[config.mk]
export PLATFORM = sky130hd
export DESIGN_NAME = thresholding_axilite_cfg
export DESIGN_NICKNAME = d
export VERILOG_FILES = /design/src/rtl/thresholding_cfg_pkg.sv /design/src/rtl/thresholding_axilite_cfg.sv
export SDC_FILE = /design/constraint.sdc
export NUM_CORES = 1
export LEC_CHECK = 0
export BUFFER_PORTS_ARGS = -buffer_cell sky130_fd_sc_hd__buf_2
export CORE_ASPECT_RATIO = 1.2
export CORE_UTILIZATION = 35
export DETAILED_ROUTE_END_ITERATION = 10
export PLACE_DENSITY_LB_ADDON = 0.12
export SYNTH_ARGS = -nofsm -noshare
export SYNTH_HDL_FRONTEND = slang
export SYNTH_SLANG_ARGS = --single-unit
[constraint.sdc]
create_clock -name clk -period 3.4 [get_ports clk]
set_input_delay 0.34 -clock clk [delete_from_list [all_inputs] [get_ports clk]]
set_output_delay 0.34 -clock clk [all_outputs]
set_load 0.005 [all_outputs]
[src/rtl/thresholding_cfg_pkg.sv]
// thresholding_cfg_pkg: shared state and response types for the AXI-Lite configuration bridges
//   cfg_state_e : bridge FSM states (one configuration op in flight at a time)
//   RESP_OKAY   : the only AXI response these bridges ever return
package thresholding_cfg_pkg;
    typedef enum logic [2:0] {IDLE, WR_ISSUE, WR_RESP, RD_ISSUE, RD_WAIT, RD_RESP} cfg_state_e;
    localparam logic [1:0] RESP_OKAY = 2'b00;
endpackage

[src/rtl/thresholding_axilite_cfg.sv]
// thresholding_axilite_cfg: AXI4-Lite slave driving the thresholding core's configuration port
//   clk, rst                       clock, synchronous active-high reset
//   s_aw*/s_w*/s_b*                AXI-Lite write address, data and response channels
//   s_ar*/s_r*                     AXI-Lite read address and data channels
//   cfg_en, cfg_we, cfg_a, cfg_d   one-cycle configuration op towards the core
//   cfg_rack, cfg_q                readback return from the core
module thresholding_axilite_cfg
    import thresholding_cfg_pkg::*;
#(
    parameter int CFG_ADDR_BITS = 8,
    parameter int K             = 16,
    parameter bit SIGNED        = 1'b1
) (
    input  logic                     clk,
    input  logic                     rst,
    input  logic                     s_awvalid,
    output logic                     s_awready,
    input  logic [CFG_ADDR_BITS+1:0] s_awaddr,
    input  logic                     s_wvalid,
    output logic                     s_wready,
    input  logic [31:0]              s_wdata,
    input  logic [3:0]               s_wstrb,
    output logic                     s_bvalid,
    input  logic                     s_bready,
    output logic [1:0]               s_bresp,
    input  logic                     s_arvalid,
    output logic                     s_arready,
    input  logic [CFG_ADDR_BITS+1:0] s_araddr,
    output logic                     s_rvalid,
    input  logic                     s_rready,
    output logic [31:0]              s_rdata,
    output logic [1:0]               s_rresp,
    output logic                     cfg_en,
    output logic                     cfg_we,
    output logic [CFG_ADDR_BITS-1:0] cfg_a,
    output logic [K-1:0]             cfg_d,
    input  logic                     cfg_rack,
    input  logic [K-1:0]             cfg_q
);
    cfg_state_e state_q, state_d;
    logic wr_rdy_q, wr_rdy_d, rd_rdy_q, rd_rdy_d, rr_q, rr_d;
    logic [CFG_ADDR_BITS-1:0] addr_q, addr_d;
    logic [K-1:0] data_q, data_d;
    logic [31:0] rdata_q, rdata_d;
    logic wr_ok, rd_ok, hs_wr, hs_rd, offer, pick_wr, pick_rd, unused_ok;
    assign wr_ok = s_awvalid & s_wvalid;
    assign rd_ok = s_arvalid;
    assign hs_wr = wr_rdy_q & wr_ok;
    assign hs_rd = rd_rdy_q & rd_ok;
    // A new grant is offered only from IDLE while no ready pulse is already on the bus;
    // rr_q = 0 favours the write side when both sides are eligible.
    assign offer   = (state_q == IDLE) & ~wr_rdy_q & ~rd_rdy_q;
    assign pick_wr = offer & wr_ok & (~rd_ok | ~rr_q);
    assign pick_rd = offer & rd_ok & (~wr_ok | rr_q);
    assign unused_ok = ^{s_wstrb, s_awaddr[1:0], s_araddr[1:0], s_wdata};
    always_comb begin
        state_d  = state_q;
        wr_rdy_d = pick_wr;
        rd_rdy_d = pick_rd;
        rr_d     = rr_q;
        addr_d   = addr_q;
        data_d   = data_q;
        rdata_d  = rdata_q;
        case (state_q)
            IDLE: begin
                if (hs_wr) begin
                    state_d = WR_ISSUE;
                    addr_d  = s_awaddr[CFG_ADDR_BITS+1:2];
                    data_d  = s_wdata[K-1:0];
                    rr_d    = ~rr_q;
                end else if (hs_rd) begin
                    state_d = RD_ISSUE;
                    addr_d  = s_araddr[CFG_ADDR_BITS+1:2];
                    rr_d    = ~rr_q;
                end
            end
            WR_ISSUE: state_d = WR_RESP;
            WR_RESP:  state_d = s_bready ? IDLE : WR_RESP;
            RD_ISSUE: state_d = RD_WAIT;
            RD_WAIT: begin
                if (cfg_rack) begin
                    state_d = RD_RESP;
                    rdata_d = SIGNED ? 32'($signed(cfg_q)) : 32'(cfg_q);
                end
            end
            RD_RESP:  state_d = s_rready ? IDLE : RD_RESP;
            default:  state_d = IDLE;
        endcase
    end
    always_ff @(posedge clk) begin
        if (rst) begin
            state_q  <= IDLE;
            wr_rdy_q <= 1'b0;
            rd_rdy_q <= 1'b0;
            rr_q     <= 1'b0;
            addr_q   <= '0;
            data_q   <= '0;
            rdata_q  <= '0;
        end else begin
            state_q  <= state_d;
            wr_rdy_q <= wr_rdy_d;
            rd_rdy_q <= rd_rdy_d;
            rr_q     <= rr_d;
            addr_q   <= addr_d;
            data_q   <= data_d;
            rdata_q  <= rdata_d;
        end
    end
    assign s_awready = wr_rdy_q;
    assign s_wready  = wr_rdy_q;
    assign s_arready = rd_rdy_q;
    assign s_bvalid  = state_q == WR_RESP;
    assign s_bresp   = RESP_OKAY;
    assign s_rvalid  = state_q == RD_RESP;
    assign s_rdata   = rdata_q;
    assign s_rresp   = RESP_OKAY;
    assign cfg_en    = (state_q == WR_ISSUE) | (state_q == RD_ISSUE);
    assign cfg_we    = state_q == WR_ISSUE;
    assign cfg_a     = addr_q;
    assign cfg_d     = data_q;
endmodule

# ---- Yosys cells after proc, flatten, opt, wreduce, memory -nomap -nowiden
# Cells that the tools add are included.
dict set report op_classes {
  n_eq_ne 7
  reduce_logical 6
  n_mux 10
  bitwise_logic 17
}
# cell n
set ops {}
lappend ops {{$pmux 3 s6} 1}
lappend ops {{$mux 8} 2}
lappend ops {{$mux 3} 4}
lappend ops {{$and 1x1->1} 9}
lappend ops {{$reduce_and 2->1} 4}
lappend ops {{$eq 3x2->1 const B} 2}
lappend ops {{$eq 3x3->1 const B} 2}
lappend ops {{$not 1->1} 5}
lappend ops {{$eq 3x1->1 const B} 1}
lappend ops {{$logic_not 3->1} 1}
lappend ops {{$ne 3x3->1 const B} 1}
lappend ops {{$or 1x1->1} 3}
lappend ops {{$mux 1} 2}
lappend ops {{$mux 2} 1}
lappend ops {{$ne 2x2->1 const B} 1}
lappend ops {{$reduce_bool 2->1} 1}
dict set report totals {
  elab_cells 47
  regBits 46
  out_inout_bits 67
  in_bits 80
}

# ---- Depth between registers and ports, before layout
# Gate-level depths: netlist of run 1.
dict set report logic_depth {
  ltp_word 5
  mapped_depth 5
  mapped_depth_nobuf 3
}

# ---- Least setup slack after synthesis of run 1
# Ideal clock, no wire load.
dict set report synth_timing {
  path_kind {flip-flop to flip-flop}
  start {reg wr_rdy_q (netlist: s_awready)}
  end {reg rr_q}
  setup_slack_ns 1.899
  path_stages_with_launch 4
  period_less_slack_ns 1.501
  setup_time_ns 0.123
  arrival_time_ns 1.378
  n_path_buf 0
  t_required_ns 3.277
  cell_sequence {dfxtp_1 nand3_4 a2111oi_4 mux2_1}
}
dict set report synth_via {
  elab_chain_cells 3
  elab_cells_between_ends 4
  classes_between {mux: 1; bitwise: 1; reduce/logical: 2}
}
# element line_no
set synth_lines {}
lappend synth_lines {{start: declaration} thresholding_axilite_cfg.sv:41} ;# logic wr_rdy_q, wr_rdy_d, rd_rdy_q, rd_rdy_d, rr_q, rr_d;
lappend synth_lines {{start signal: assignment} thresholding_axilite_cfg.sv:101} ;# wr_rdy_q <= wr_rdy_d;
lappend synth_lines {{$and 1x1->1 *} thresholding_axilite_cfg.sv:48} ;# assign hs_wr = wr_rdy_q & wr_ok;
lappend synth_lines {{$reduce_bool 2->1 (no line)} -}
lappend synth_lines {{$reduce_and 2->1 (no line)} -}
lappend synth_lines {{end signal: assignment} thresholding_axilite_cfg.sv:103} ;# rr_q <= rr_d;
lappend synth_lines {{end: declaration} thresholding_axilite_cfg.sv:41}
# Every way passes the cells marked *; elsewhere a longest branch is shown, timed or not.
# A chain may end at the register's enable or synchronous reset.

# ---- Final worst setup path of run 1
# Ends and elaborated chain as after synthesis.

==> results of run 1 <==
layout make-up:
class	instances	share of cell area [%]
Clock buffer	7	3.262
Clock inverter	1	0.1891
Timing Repair Buffer	119	22.60
Sequential cell	46	34.80
Multi-Input combinational cell	167	35.22
Tap cell	80	3.783
Inverter	1	0.1418
worst max path at each step:
stage | start | cells past startpoint | slack (ns) | end
6_report | s_awready | 3 | 1.44 | rr_q
5_1_grt | state_q[2] | 3 | 1.29 | cfg_a[0]
4_1_cts | s_awready | 3 | 1.41 | rr_q
3_5_place_dp | s_awready | 3 | 1.39 | rr_q
3_3_place_gp | s_awready | 3 | 1.43 | rr_q
2_1_floorplan | s_awready | 3 | 1.90 | rr_q
cell usage in the layout, fill, tap and decap left out, drive strengths merged:
| cell type | synthesis | routed |
|---|---|---|
| nor2 | 22 | 22 |
| conb | 1 | 4 |
| a22oi | 1 | 1 |
| nand2 | 36 | 36 |
| or4bb | 1 | 1 |
| and2 | 1 | 1 |
| dfxtp | 46 | 46 |
| buf | 29 | 119 |
| a32o | 1 | 1 |
| o21ai | 18 | 18 |
| nor3 | 2 | 2 |
| a2111oi | 9 | 9 |
| or3 | 1 | 1 |
| clkinv | 0 | 1 |
| clkbuf | 12 | 7 |
| o311a | 1 | 1 |
| or3b | 1 | 1 |
| nand3 | 17 | 17 |
| a211oi | 2 | 2 |
| mux2 | 1 | 1 |
| mux2i | 8 | 8 |
| and3 | 1 | 1 |
| nor4bb | 1 | 1 |
| inv | 1 | 1 |
| a21oi | 33 | 33 |
| nor2b | 4 | 4 |
| nand2b | 1 | 1 |
| nor4 | 1 | 1 |
power by group through the flow:
stage	sequential, mW	combinational (mW)	clock [mW]
3_3_place_gp	0.576	0.110	0
2_1_floorplan	0.573	0.0631	0
3_5_place_dp	0.576	0.111	0
5_1_grt	0.565	0.123	0.377
6_report	0.563	0.109	0.336
4_1_cts	0.563	0.111	0.353
flip-flops by register name, indices dropped and copies added, names as in the netlist:
name,count
cfg_a,8
cfg_d,16
s_awready,1
state_q,3
s_arready,1
rr_q,1
s_rdata,16
metrics by stage:
step                setup WS [ns]  area (µm²)  hold slack (ns)  instances
floorplan                   1.899        2102           0.4374        255
global placement            1.432        2555           0.4398        413
detailed placement          1.387        2555           0.4451        413
CTS                         1.410        2646           0.2566        421
global route                1.292        2646           0.2600        421
finish                      1.444        2646           0.2690        421
cell families (layout without fill, tap and decap cells):
kind of cell / Yosys count / in the layout / share of synthesized area (%)
simple gates: 89 / 89 / 20.23
compound gates: 65 / 65 / 18.97
flops: 46 / 46 / 44.05
buf+inv: 42 / 128 / 12.21
mux: 9 / 9 / 4.369
other cells: 1 / 4 / 0.1794
Yosys cell counts:
cell / n / area [µm²]
a2111oi_0: 7 / 61.31
a2111oi_1: 1 / 10.01
a2111oi_4: 1 / 27.53
a211oi_1: 2 / 15.01
a21oi_1: 33 / 165.2
a22oi_1: 1 / 7.510
a32o_1: 1 / 10.01
and2_1: 1 / 6.260
and3_1: 1 / 6.260
buf_2: 6 / 30.03
buf_4: 22 / 165.2
buf_6: 1 / 11.26
clkbuf_1: 12 / 45.04
conb_1: 1 / 3.750
dfxtp_1: 46 / 920.9
inv_1: 1 / 3.750
mux2_1: 1 / 11.26
mux2i_1: 8 / 80.08
nand2_1: 36 / 135.1
nand2b_1: 1 / 6.260
nand3_1: 16 / 80.08
nand3_4: 1 / 17.52
nor2_1: 22 / 82.58
nor2b_1: 4 / 25.02
nor3_1: 1 / 5.000
nor3_4: 1 / 16.27
nor4_1: 1 / 6.260
nor4bb_1: 1 / 10.01
o21ai_0: 18 / 90.09
o311a_1: 1 / 10.01
or3_1: 1 / 6.260
or3b_2: 1 / 8.760
or4bb_1: 1 / 11.26
routing by layer:
metal	part of all wire [%]	vias to the layer above	routed length (µm)
met5	0	-	0
li1	-	1018	-
met4	0.63	0	32
met2	50	83	2541
met3	6.1	2	310
met1	43	894	2217
worst max-delay path, cell delays in order (launching register included):
cell and delay (ns):
dfxtp_1 0.46, nand3_4 0.33, a2111oi_4 0.67, mux2_1 0.37
==> results.json, run 1 <==
{
  "powerDensity_nw_per_um2": 380.9,
  "ctsResizeCount": 0,
  "yosys_warnings": 0,
  "fp.dieArea_um2": 6288,
  "r2r_cells": 3,
  "use_met1_pct": 18.07,
  "multi_input_area_um2": 932.1,
  "syn_inst": 252,
  "area_delta_synth_final_pct": 26.57,
  "drc_errors": 0,
  "yosysUniqueCellTypes": 33,
  "drv_cap": 0,
  "clkPwrFrac_pct": 33.3,
  "cts_root_buf": "clkbuf_8",
  "drt_iter0_drc": 60,
  "period_share_pct": 57.52,
  "grt_max_degree": 47,
  "grtUsageMet2_pct": 29.48,
  "criticalPathCategory": "flip-flop to flip-flop",
  "cts_tree": "done",
  "io_buffers": 118,
  "slew_viol_final": 0,
  "grtUsageMet3_pct": 3.837,
  "switching_share_pct": 24.07,
  "setup.worst_path.end_class": "flip-flop",
  "gr-total-overflow": 0,
  "detail-route-antenna-nets": 0,
  "routed_wl_um": 5101,
  "hp-class": "input port to flip-flop",
  "r2r_slack_ns": 1.44,
  "cp.arrival_ns": 2.14,
  "status": "complete, no violations",
  "post-cts-setup-buffer-count": 0,
  "gr-usage-all-layers_pct": 16.11,
  "max_clock_freq_mhz": 511.3,
  "combPwrFrac_pct": 10.8,
  "dieWidth_um": 72.56,
  "hp-start": "s_arvalid",
  "relSlewSlack_pct": 37.25,
  "power.total_mw": 1.008,
  "cts_buffers": 5,
  "rsz0062_at_grt": "no",
  "setup_viol": 0,
  "avgSynthCellArea_um2": 8.297,
  "reg2reg_to": "rr_q",
  "reg2reg_from": "s_awready",
  "die_y_um": 86.67,
  "tightest_slew_ns": 0.9381,
  "drive_gt1_share_pct": 38.42,
  "clock_path_buffers": 2,
  "p_int_mw": 0.7654,
  "hold_viol": 0,
  "fillers": 601,
  "viasPerCell": 4.743,
  "worstHoldPathCells": 2,
  "p_switching_mw": 0.2427,
  "clk_latency_ns": 0.29,
  "start_kind": "flip-flop",
  "dr.pass1.iters": 4,
  "p_seq_share_pct": 55.9,
  "num-nets-final": 420,
  "hold_buffers": 0,
  "grt_pass1_vias": 1775,
  "antenna_found_initial": 0,
  "syn_area_um2": 2091,
  "timing.final.crit_period_ns": 1.956,
  "required_ns": 3.58,
  "rows": 30,
  "synth_seq_cells": 46,
  "core_area_um2": 5705,
  "grt_pass1_wl_um": 7921,
  "cp_max_fo": 25,
  "place_congestion": 0.6791,
  "seq_area_frac_synth_pct": 44.05,
  "clkSinkCount": 46,
  "power.leakage_nw": 1.272,
  "hold_path_end": "s_awready",
  "tns_ns": 0,
  "pin_count": 147,
  "seqCellArea_um2": 920.9,
  "vias": 1997,
  "wl_per_cell_um": 12.12,
  "dpl.hpwl_um": 3496,
  "initial_core_util_pct": 36.64,
  "fin_skew_ns": 0.004697,
  "path_clk_slew_ns": 0.08,
  "busiest_layer": "met2",
  "htreeDepth": 2,
  "fin_util_pct": 46.38,
  "antenna_cells": 0,
  "ir_worst_vdd_mv": 0.1312
}
No activity file was read; power rests on OpenSTA's default activity.
==> inputs of run 2 (changes only) <==
- clock period: 3.4 -> 1.7 ns (I/O delays scaled with it)
==> run 2 against run 1 <==
Net effect:
- first-iteration DRC count increased by 27%
- setup slack lost 1.3 ns
- die area stayed put
- count of clock-buffer cells in the layout stayed put
- combinational power increased by 110%
- non-clock buffer count grew 11
- power up 110%
- clock power up 120%
- sequential share of layout area down 1.2 points
- final area increased by 3.6%
- sequential power grew 99%
- cell count up 2.6%
==> results.json, run 2 (synthesized netlist as in run 1, its figures left out) <==
{
  "clock_path_buffers": 2,
  "gr-usage-all-layers_pct": 16.92,
  "grt_pass1_wl_um": 8300,
  "cts_buffers": 5,
  "worstHoldPathCells": 2,
  "max_clock_freq_mhz": 649.7,
  "power.leakage_nw": 1.332,
  "hold_viol": 0,
  "setup.worst_path.end_class": "flip-flop",
  "dieWidth_um": 72.56,
  "dp.cells": 424,
  "htreeDepth": 2,
  "die_y_um": 86.67,
  "period_share_pct": 90.54,
  "slew_viol_final": 0,
  "final_cell_mix": "118 x buf_2, 46 x dfxtp_1, 36 x nand2_1",
  "ir_worst_vdd_mv": 0.3519,
  "cts_root_buf": "clkbuf_8",
  "antenna_cells": 0,
  "antenna_found_initial": 0,
  "hp-start": "s_arvalid",
  "drv_cap": 0,
  "tns_ns": 0,
  "viasPerCell": 4.750,
  "tightest_slew_ns": 0.6095,
  "vias": 2052,
  "status": "complete, no violations",
  "setup_viol": 0,
  "cp_max_fo": 8,
  "core_area_um2": 5705,
  "fin_util_pct": 48.07,
  "hp-class": "input port to flip-flop",
  "pin_count": 147,
  "path_clk_slew_ns": 0.08,
  "grt_pass1_vias": 1823,
  "place_congestion": 0.7171,
  "io_buffers": 118,
  "fin_skew_ns": 0.008055,
  "clk_latency_ns": 0.29,
  "rsz0062_at_grt": "no",
  "area_delta_synth_final_pct": 31.18,
  "timing.final.crit_period_ns": 1.539,
  "ctsResizeCount": 0,
  "dr.pass1.iters": 4,
  "r2r_cells": 3,
  "hold_path_end": "s_awready",
  "drc_errors": 0,
  "fin_cells": 432,
  "criticalPathCategory": "flip-flop to flip-flop",
  "fillers": 627,
  "powerDensity_nw_per_um2": 763.1,
  "detail-route-antenna-nets": 0,
  "gr-total-overflow": 0,
  "required_ns": 1.88,
  "start_kind": "flip-flop",
  "wl_per_cell_um": 12.04,
  "num-nets-final": 431,
  "hold_buffers": 0,
  "drive_gt1_share_pct": 40.63,
  "cp.arrival_ns": 1.72,
  "fp.dieArea_um2": 6288,
  "rows": 30,
  "initial_core_util_pct": 36.64,
  "grt_max_degree": 34,
  "post-cts-setup-buffer-count": 0,
  "dpl.hpwl_um": 3782,
  "drt_iter0_drc": 76,
  "clkSinkCount": 46,
  "reg2reg_from": "s_awready",
  "final_common_cell": "buf_2",
  "routed_wl_um": 5203,
  "r2r_slack_ns": 0.16,
  "reg2reg_to": "rr_q",
  "relSlewSlack_pct": 59.37,
  "cts_tree": "done"
}
run 2: metrics by stage:
step	worst slack [ns]	power [mW]	hold WS (ns)	instance area, µm²
3_5_place_dp	0.1426	1.385	0.4002	2638
4_1_cts	0.1336	2.132	0.08215	2743
5_1_grt	0.02004	2.200	0.08509	2743
2_1_floorplan	0.1987	1.271	0.2674	2102
6_report	0.1608	2.093	0.09298	2743
3_3_place_gp	0.1557	1.383	0.4054	2638
run 2: report_power, final:
part | total (mW) | internal [mW] | leakage [nW] | switching [mW]
clock | 0.737 | 0.373 | 0.0544 | 0.364
sequential | 1.12 | 1.10 | 0.372 | 0.0221
combinational | 0.233 | 0.111 | 0.906 | 0.122
total | 2.09 | 1.58 | 1.33 | 0.508
run 2: area by class of cell:
type	count	area, µm²	share of cell area [%]
clock buffer	7	96.34	3.513
multi-input combinational	167	932.1	33.99
sequential	46	920.9	33.58
tap	80	100.1	3.650
timing repair buffer	130	680.7	24.82
inverter	1	3.754	0.1369
clock inverter	1	8.758	0.3193
run 2: worst max path at each step:
| stage | start | endpoint | slack, ns |
|---|---|---|---|
| global placement | s_awready | rr_q | 0.16 |
| floorplan | s_awready | rr_q | 0.20 |
| CTS | s_awready | cfg_a[3] | 0.13 |
| global route | state_q[2] | s_rdata[5] | 0.02 |
| finish | s_awready | rr_q | 0.16 |
| detailed placement | s_awready | cfg_a[3] | 0.14 |
run 2: per-layer routing:
| metal | wire, µm | track usage, % | vias to the layer above |
|---|---|---|---|
| met2 | 2511 | 29.31 | 84 |
| met3 | 349 | 4.535 | 2 |
| met5 | 0 | 0 | - |
| li1 | - | - | 1041 |
| met1 | 2310 | 20.17 | 925 |
| met4 | 31 | 5.348 | 0 |
run 2: worst max-delay path: stages, from the launching register on:
cell and delay, ns:
dfxtp_1 0.46, nand3_4 0.20, a2111oi_4 0.41, mux2_1 0.36
